==> src/rtl/mulred_arb_pkg.sv <==
// Shared types and helpers for the multiply-reduce arbiter.
// Optional build macro: MULRED_ARB_PRIO0_EN (requester 0 gets absolute priority).
package mulred_arb_pkg;

    // Default coefficient width
    localparam int unsigned COE_WIDTH_DEF = 39;

    // Tag index width covers the largest supported requester count (8)
    localparam int unsigned TAG_IDX_W = 3;

    // Delay-line record: operation valid plus the issuing requester index
    typedef struct packed {
        logic                 valid;
        logic [TAG_IDX_W-1:0] idx;
    } mr_tag_t;

    // Width of the round-robin pointer for n requesters
    function automatic int unsigned ptr_width(input int unsigned n);
        return (n > 1) ? $clog2(n) : 1;
    endfunction

endpackage

==> src/rtl/mulred_rr_arb.sv <==
// Combinational round-robin grant logic for mulred_arb.
// Optional build macro: MULRED_ARB_PRIO0_EN (requester 0 wins whenever it requests).
module mulred_rr_arb
    import mulred_arb_pkg::*;
#(
    parameter int unsigned NUM_REQ = 4,
    parameter int unsigned PTR_W   = ptr_width(NUM_REQ)
) (
    input  logic [NUM_REQ-1:0] req,
    input  logic [PTR_W-1:0]   ptr,
    input  logic               hold,
    output logic [NUM_REQ-1:0] grant
);

    logic [NUM_REQ-1:0] rr_req;
    logic [PTR_W-1:0]   idx;
    logic               found;

    // Search from ptr upward with wrap; first requester found wins
    always_comb begin
        grant = '0;
        found = 1'b0;
        idx   = '0;
`ifdef MULRED_ARB_PRIO0_EN
        rr_req = req & ~NUM_REQ'(1);
        if (req[0]) begin
            grant[0] = 1'b1;
            found    = 1'b1;
        end
`else
        rr_req = req;
`endif
        for (int k = 0; k < int'(NUM_REQ); k++) begin
            idx = PTR_W'((int'(ptr) + k) % int'(NUM_REQ));
            if (!found && rr_req[idx]) begin
                grant[idx] = 1'b1;
                found      = 1'b1;
            end
        end
        if (hold) begin
            grant = '0;
        end
    end

endmodule

==> src/rtl/mulred_arb.sv <==
// Arbiter sharing one fixed-latency multiply-reduce unit among NUM_REQ requesters.
// Optional build macro: MULRED_ARB_PRIO0_EN (requester 0 has absolute priority and
// its grants do not move the round-robin pointer).
module mulred_arb
    import mulred_arb_pkg::*;
#(
    parameter int unsigned COE_WIDTH  = COE_WIDTH_DEF,
    parameter int unsigned NUM_REQ    = 4,
    parameter int unsigned MULRED_LAT = 8
) (
    input  logic                         clk,
    input  logic                         rst_n,
    input  logic                         i_hold,
    input  logic [NUM_REQ-1:0]           req_valid,
    output logic [NUM_REQ-1:0]           req_ready,
    input  logic [NUM_REQ*COE_WIDTH-1:0] req_a,
    input  logic [NUM_REQ*COE_WIDTH-1:0] req_b,
    output logic [COE_WIDTH-1:0]         mr_a,
    output logic [COE_WIDTH-1:0]         mr_b,
    input  logic [COE_WIDTH-1:0]         mr_res,
    output logic [NUM_REQ-1:0]           rsp_valid,
    output logic [COE_WIDTH-1:0]         rsp_data,
    output logic                         busy
);

    localparam int unsigned PTR_W = ptr_width(NUM_REQ);
    localparam int unsigned CNT_W = $clog2(MULRED_LAT + 3);

    logic [NUM_REQ-1:0]   grant;
    logic                 issue;
    logic                 retire;
    logic                 ptr_upd;
    logic [PTR_W-1:0]     gnt_idx;
    logic [PTR_W-1:0]     ptr_q, ptr_d;
    logic [COE_WIDTH-1:0] sel_a, sel_b;
    logic [COE_WIDTH-1:0] mr_a_q, mr_b_q;
    logic [COE_WIDTH-1:0] rsp_data_q;
    logic [NUM_REQ-1:0]   rsp_valid_q;
    logic [NUM_REQ-1:0]   rsp_onehot;
    logic [CNT_W-1:0]     cnt_q, cnt_d;
    mr_tag_t              tag_q [MULRED_LAT+1];

    // Reset also masks grants so req_ready stays low while rst_n is asserted
    mulred_rr_arb #(
        .NUM_REQ (NUM_REQ),
        .PTR_W   (PTR_W)
    ) u_rr_arb (
        .req   (req_valid),
        .ptr   (ptr_q),
        .hold  (i_hold | ~rst_n),
        .grant (grant)
    );

    assign req_ready = grant;
    assign issue     = |grant;
    assign retire    = |rsp_valid_q;

    // Encode the grant and mux the winning operands
    always_comb begin
        gnt_idx = '0;
        sel_a   = '0;
        sel_b   = '0;
        for (int i = 0; i < int'(NUM_REQ); i++) begin
            if (grant[i]) begin
                gnt_idx = PTR_W'(i);
                sel_a   = req_a[i*COE_WIDTH +: COE_WIDTH];
                sel_b   = req_b[i*COE_WIDTH +: COE_WIDTH];
            end
        end
    end

    // Pointer advances past the winner; in priority mode requester 0 leaves it alone
    always_comb begin
`ifdef MULRED_ARB_PRIO0_EN
        ptr_upd = issue & ~grant[0];
`else
        ptr_upd = issue;
`endif
        ptr_d = ptr_q;
        if (ptr_upd) begin
            ptr_d = (gnt_idx == PTR_W'(NUM_REQ - 1)) ? '0 : gnt_idx + PTR_W'(1);
        end
    end

    // In-flight count: issues in, delivered responses out
    always_comb begin
        cnt_d = cnt_q;
        case ({issue, retire})
            2'b10:   cnt_d = cnt_q + CNT_W'(1);
            2'b01:   cnt_d = cnt_q - CNT_W'(1);
            default: cnt_d = cnt_q;
        endcase
    end

    // Decode the tag leaving the delay line into a response strobe
    always_comb begin
        rsp_onehot = '0;
        for (int i = 0; i < int'(NUM_REQ); i++) begin
            rsp_onehot[i] = tag_q[MULRED_LAT].valid && (tag_q[MULRED_LAT].idx == TAG_IDX_W'(i));
        end
    end

    // Pointer and in-flight counter state
    always_ff @(posedge clk or negedge rst_n) begin
        if (!rst_n) begin
            ptr_q <= '0;
            cnt_q <= '0;
        end else begin
            ptr_q <= ptr_d;
            cnt_q <= cnt_d;
        end
    end

    // Operand registers hold their value between issues
    always_ff @(posedge clk or negedge rst_n) begin
        if (!rst_n) begin
            mr_a_q <= '0;
            mr_b_q <= '0;
        end else if (issue) begin
            mr_a_q <= sel_a;
            mr_b_q <= sel_b;
        end
    end

    // Tag delay line; last stage lines up with mr_res
    always_ff @(posedge clk or negedge rst_n) begin
        if (!rst_n) begin
            for (int k = 0; k <= int'(MULRED_LAT); k++) begin
                tag_q[k] <= '0;
            end
        end else begin
            tag_q[0].valid <= issue;
            tag_q[0].idx   <= TAG_IDX_W'(gnt_idx);
            for (int k = 1; k <= int'(MULRED_LAT); k++) begin
                tag_q[k] <= tag_q[k-1];
            end
        end
    end

    // Response register: one-cycle strobe, data held until the next result
    always_ff @(posedge clk or negedge rst_n) begin
        if (!rst_n) begin
            rsp_valid_q <= '0;
            rsp_data_q  <= '0;
        end else begin
            rsp_valid_q <= rsp_onehot;
            if (tag_q[MULRED_LAT].valid) begin
                rsp_data_q <= mr_res;
            end
        end
    end

    assign mr_a      = mr_a_q;
    assign mr_b      = mr_b_q;
    assign rsp_valid = rsp_valid_q;
    assign rsp_data  = rsp_data_q;
    assign busy      = (cnt_q != '0);

endmodule

==> config.mk <==
export PLATFORM = sky130hd
export DESIGN_NAME = mulred_arb
export DESIGN_NICKNAME = d
export VERILOG_FILES = /design/src/rtl/mulred_arb_pkg.sv /design/src/rtl/mulred_rr_arb.sv /design/src/rtl/mulred_arb.sv
export SDC_FILE = /design/constraint.sdc
export NUM_CORES = 1
export LEC_CHECK = 0
export CAP_MARGIN = 20
export CORE_AREA = 2 2 188 190
export DETAILED_ROUTE_END_ITERATION = 8
export DIE_AREA = 0 0 190 192
export GPL_TIMING_DRIVEN = 1
export MAX_ROUTING_LAYER = met4
export PLACE_DENSITY = 0.49
export RECOVER_POWER = 25
export SETUP_SLACK_MARGIN = 0.05
export SLEW_MARGIN = 20
export SYNTH_ARGS = -nofsm -noshare
export SYNTH_HDL_FRONTEND = slang
export SYNTH_HIERARCHICAL = 1
export SYNTH_SLANG_ARGS = --single-unit
==> constraint.sdc <==
create_clock -name clk -period 7.2 [get_ports clk]
set_input_delay 1.08 -clock clk [delete_from_list [all_inputs] [get_ports clk]]
set_output_delay 1.08 -clock clk [all_outputs]
set_load 0.005 [all_outputs]
==> run_results.csv <==
group,metric,value,unit
yosys,ys_warn_count,6,
global_routing,grt_overflow,0,
worst_setup_path,crit_chain,"clkdlybuf4s50_1, mux4_2, or3b_1, a21oi_1, a221o_4, clkdlybuf4s50_1",
clock_tree,numClockSinks,154,
floorplanning,row_count,68,
worst_setup_path,critical_path.endpoint_type,"output pin",
flow_run,maxCapViolations,2,
run_status,violations,"max-capacitance violations, max-slew violations",
floorplanning,floorplan.io_pins,484,
pwr,irDropWorstVdd,0.0002275,V
worst_setup_path,worst-endpoint-arrival,3.68,ns
sta,worst_pin_slew,3.161,ns
worst_setup_path,critical_path.max_stage_delay,0.58,ns
global_routing,first_global_vias,7991,
yosys,seq_area_frac_synth,0.5126,
yosys,syn_area,0.007517,mm^2
finish,flow.area_growth_from_synthesis,76.86,%
clock_tree,cts.hold.buffers_added,0,
sta,timing_max_transition_violations_final,100,
clock_tree,cts_tree,"built",
finish,utilization,0.3878,
finish,layout_commonest_cell,"sky130_fd_sc_hd__clkdlybuf4s50_1",
pwr,power_leakage,5.258,nW
yosys,synth_async_sr_flop_share,1.000,
finish,regArea,0.003854,mm^2
finish,layout.cells.most_common_list,"sky130_fd_sc_hd__clkdlybuf4s50_1 (482), sky130_fd_sc_hd__a21oi_1 (163), sky130_fd_sc_hd__dfrtp_1 (154)",
run_status,status,"finished, violations left",
route,detail_route.wirelength,34.77,mm
worst_setup_path,cp.required,6.12,ns
yosys,synthesis.area_per_instance,10.23,um^2
worst_setup_path,critPathKind,"in2out",
finish,num-nets-final,1548,
yosys,synthCells,735,
clock_tree,clock_tree.htree_level_count,4,
sta,finalSetupViolations,0,
route,post_drt_wl_per_cell,21.05,um
route,route.detailed.drc,0,
yosys,synth_seq_cells,154,
global_routing,grt_pass1_wl,49.63,mm
floorplanning,design.die.area,0.03648,mm^2
sta,final_cycle_share,0.6608,
floorplanning,die-width,190,um
finish,multi_input_area,0.003348,mm^2
pwr,pwr_density_cell,404.8,mW/mm^2
floorplanning,core_area,0.03429,mm^2
placed_design,port_buffers,483,
route,vias_per_cell,4.699,
sta,max_clock_skew,0.009597,ns
placed_design,setup_slack_at_placement,2.289,ns
worst_setup_path,start_kind,"input port",
route,final_antenna_net_count,0,
sta,setup_slack,2.442,ns
clock_tree,clk_pin_slew_worst_setup_hold_paths,0.07,ns
floorplanning,die_h,192,um
route,detailedRoute.firstPassIterationCount,5,
sta,peak_clock_frequency_supported_by_timing,210.2,MHz
worst_hold_path,worst_hold_path_type,"reg2reg",
clock_tree,clk-insertion-delay-late,0.43,ns
placed_design,dp_hpwl,25.39,mm
sta,rsz0062_at_grt,"no",
sta,max-slew-margin-rel,-1.107,
sta,final-hold-violation-count,0,
global_routing,grt_antenna_before_repair,4,
worst_setup_path,reg2reg_slack,2.88,ns
finish,fillers,3362,
worst_setup_path,crit_path_top_delay_cell,"sky130_fd_sc_hd__mux4_2",
worst_setup_path,critPathMostFrequentCell,"sky130_fd_sc_hd__clkdlybuf4s50_1",
clock_tree,post-cts-setup-buffers,0,
yosys,number_of_enable_type_register_cells_in_the_synthesized_netlist,0,
floorplanning,initial_core_util,0.2192,
yosys,synth_fp_nets,1103,
placed_design,gpl.final_weighted_congestion,0.7985,
yosys,synthFlopType,"sky130_fd_sc_hd__dfrtp_1",
route,route.vias.total,7763,
yosys,yosys.cell_types.count,39,
clock_tree,post_cts_resize_count,0,
global_routing,grt_start_max_net_pins,79,
worst_setup_path,worstPathMaxFanout,27,
sta,finalCriticalPeriod,4.758,ns
sta,timing.setup.tns,0,ns
clock_tree,cts_root_buffer,"sky130_fd_sc_hd__clkbuf_16",
sta,hold_ws,0.3408,ns
global_routing,grt_usage,0.1884,
clock_tree,cts-root-to-sink-buffers,2,
clock_tree,numCtsBuffers,17,
route,drt_first_iter_violations,340,
finish,drive_gt1_frac,0.07879,
==> logic make-up (layout without fill, tap and decap cells) <==
| family | Yosys count | count (layout) | share of synthesized area |
|---|---|---|---|
| DFF | 154 | 154 | 0.5127 |
| AOI/OAI and AO/OA | 328 | 328 | 0.2781 |
| buffers and inverters | 75 | 533 | 0.04627 |
| other | 0 | 4 | 0 |
| xor gates and xnor gates | 5 | 5 | 0.005825 |
| adders and majority gates | 10 | 10 | 0.01664 |
| and+or+nand+nor | 121 | 121 | 0.07457 |
| muxes | 42 | 42 | 0.06591 |
==> cell type report <==
type,instances,share of cell area
inverter,9,0.002635
antenna,4,0.0007529
tap,455,0.04282
clock inverter,15,0.01158
multi-input combinational,506,0.2518
timing repair buffer,492,0.3685
sequential,154,0.2899
clock buffer,17,0.03200
==> cell usage after synthesis (all sizes together) (3+ instances only) <==
cell	n	share of area
a221o	80	0.11
o21ai	77	0.051
clkbuf	42	0.021
a21oi	163	0.11
nor2b	5	0.0042
xor2	4	0.0047
ha	10	0.017
buf	24	0.021
dfrtp	154	0.51
nor3b	3	0.0030
mux2	40	0.060
nand2	7	0.0035
inv	9	0.0045
or3b	4	0.0047
a221oi	3	0.0035
nor2	85	0.042
==> critical path: cells and delay by family <==
| kind | cells | cell delay [ns] |
|---|---|---|
| compound gates | 2 | 0.55 |
| mux | 1 | 0.58 |
| buf+inv | 2 | 1.08 |
| simple gates | 1 | 0.38 |
==> flip-flops by register name, indices dropped and copies added, names as in the netlist <==
register and count:
cnt_q 4, mr_a 39, mr_b 39, ptr_q 2, rsp_data 39, rsp_valid 4, tag_q 27
==> stage by stage <==
| step | total power [mW] | cells | area [um^2] |
|---|---|---|---|
| floorplan | 3.068 | 735 | 7517 |
| detailed placement | 4.535 | 1616 | 12710 |
| CTS | 5.488 | 1648 | 13290 |
| global route | 5.829 | 1651 | 13290 |
| finish | 5.383 | 1652 | 13300 |
| global placement | 4.500 | 1616 | 12710 |
==> power by group <==
part           leakage (nW)  switching [mW]  internal [mW]
combinational          3.11            1.36           1.50
sequential             1.86           0.277           1.32
clock                 0.281           0.426          0.490
==> routing by layer <==
| metal | vias to the layer above | wire [um] | part of all wire | GRT usage |
|---|---|---|---|---|
| li1 | 3636 | - | - | - |
| met1 | 3757 | 13170 | 0.38 | 0.2059 |
| met2 | 343 | 18060 | 0.52 | 0.3278 |
| met3 | 27 | 2994 | 0.086 | 0.05883 |
| met4 | 0 | 544 | 0.016 | 0.05814 |
| met5 | - | 0 | 0 | - |
==> worst paths after layout <==
kind	start	endpoint	depth (start not counted)
hold / removal	tag_q[27]	tag_q[23]	0
max in group asynchronous	rst_n	mr_b[22]	2
setup / recovery	req_valid[1]	req_ready[3]	6
hold reg to reg	tag_q[27]	tag_q[23]	0
setup reg to reg	ptr_q[0]	mr_a[11]	11
min in group asynchronous	rst_n	mr_a[25]	1
No activity file was read; power rests on OpenSTA's default activity.
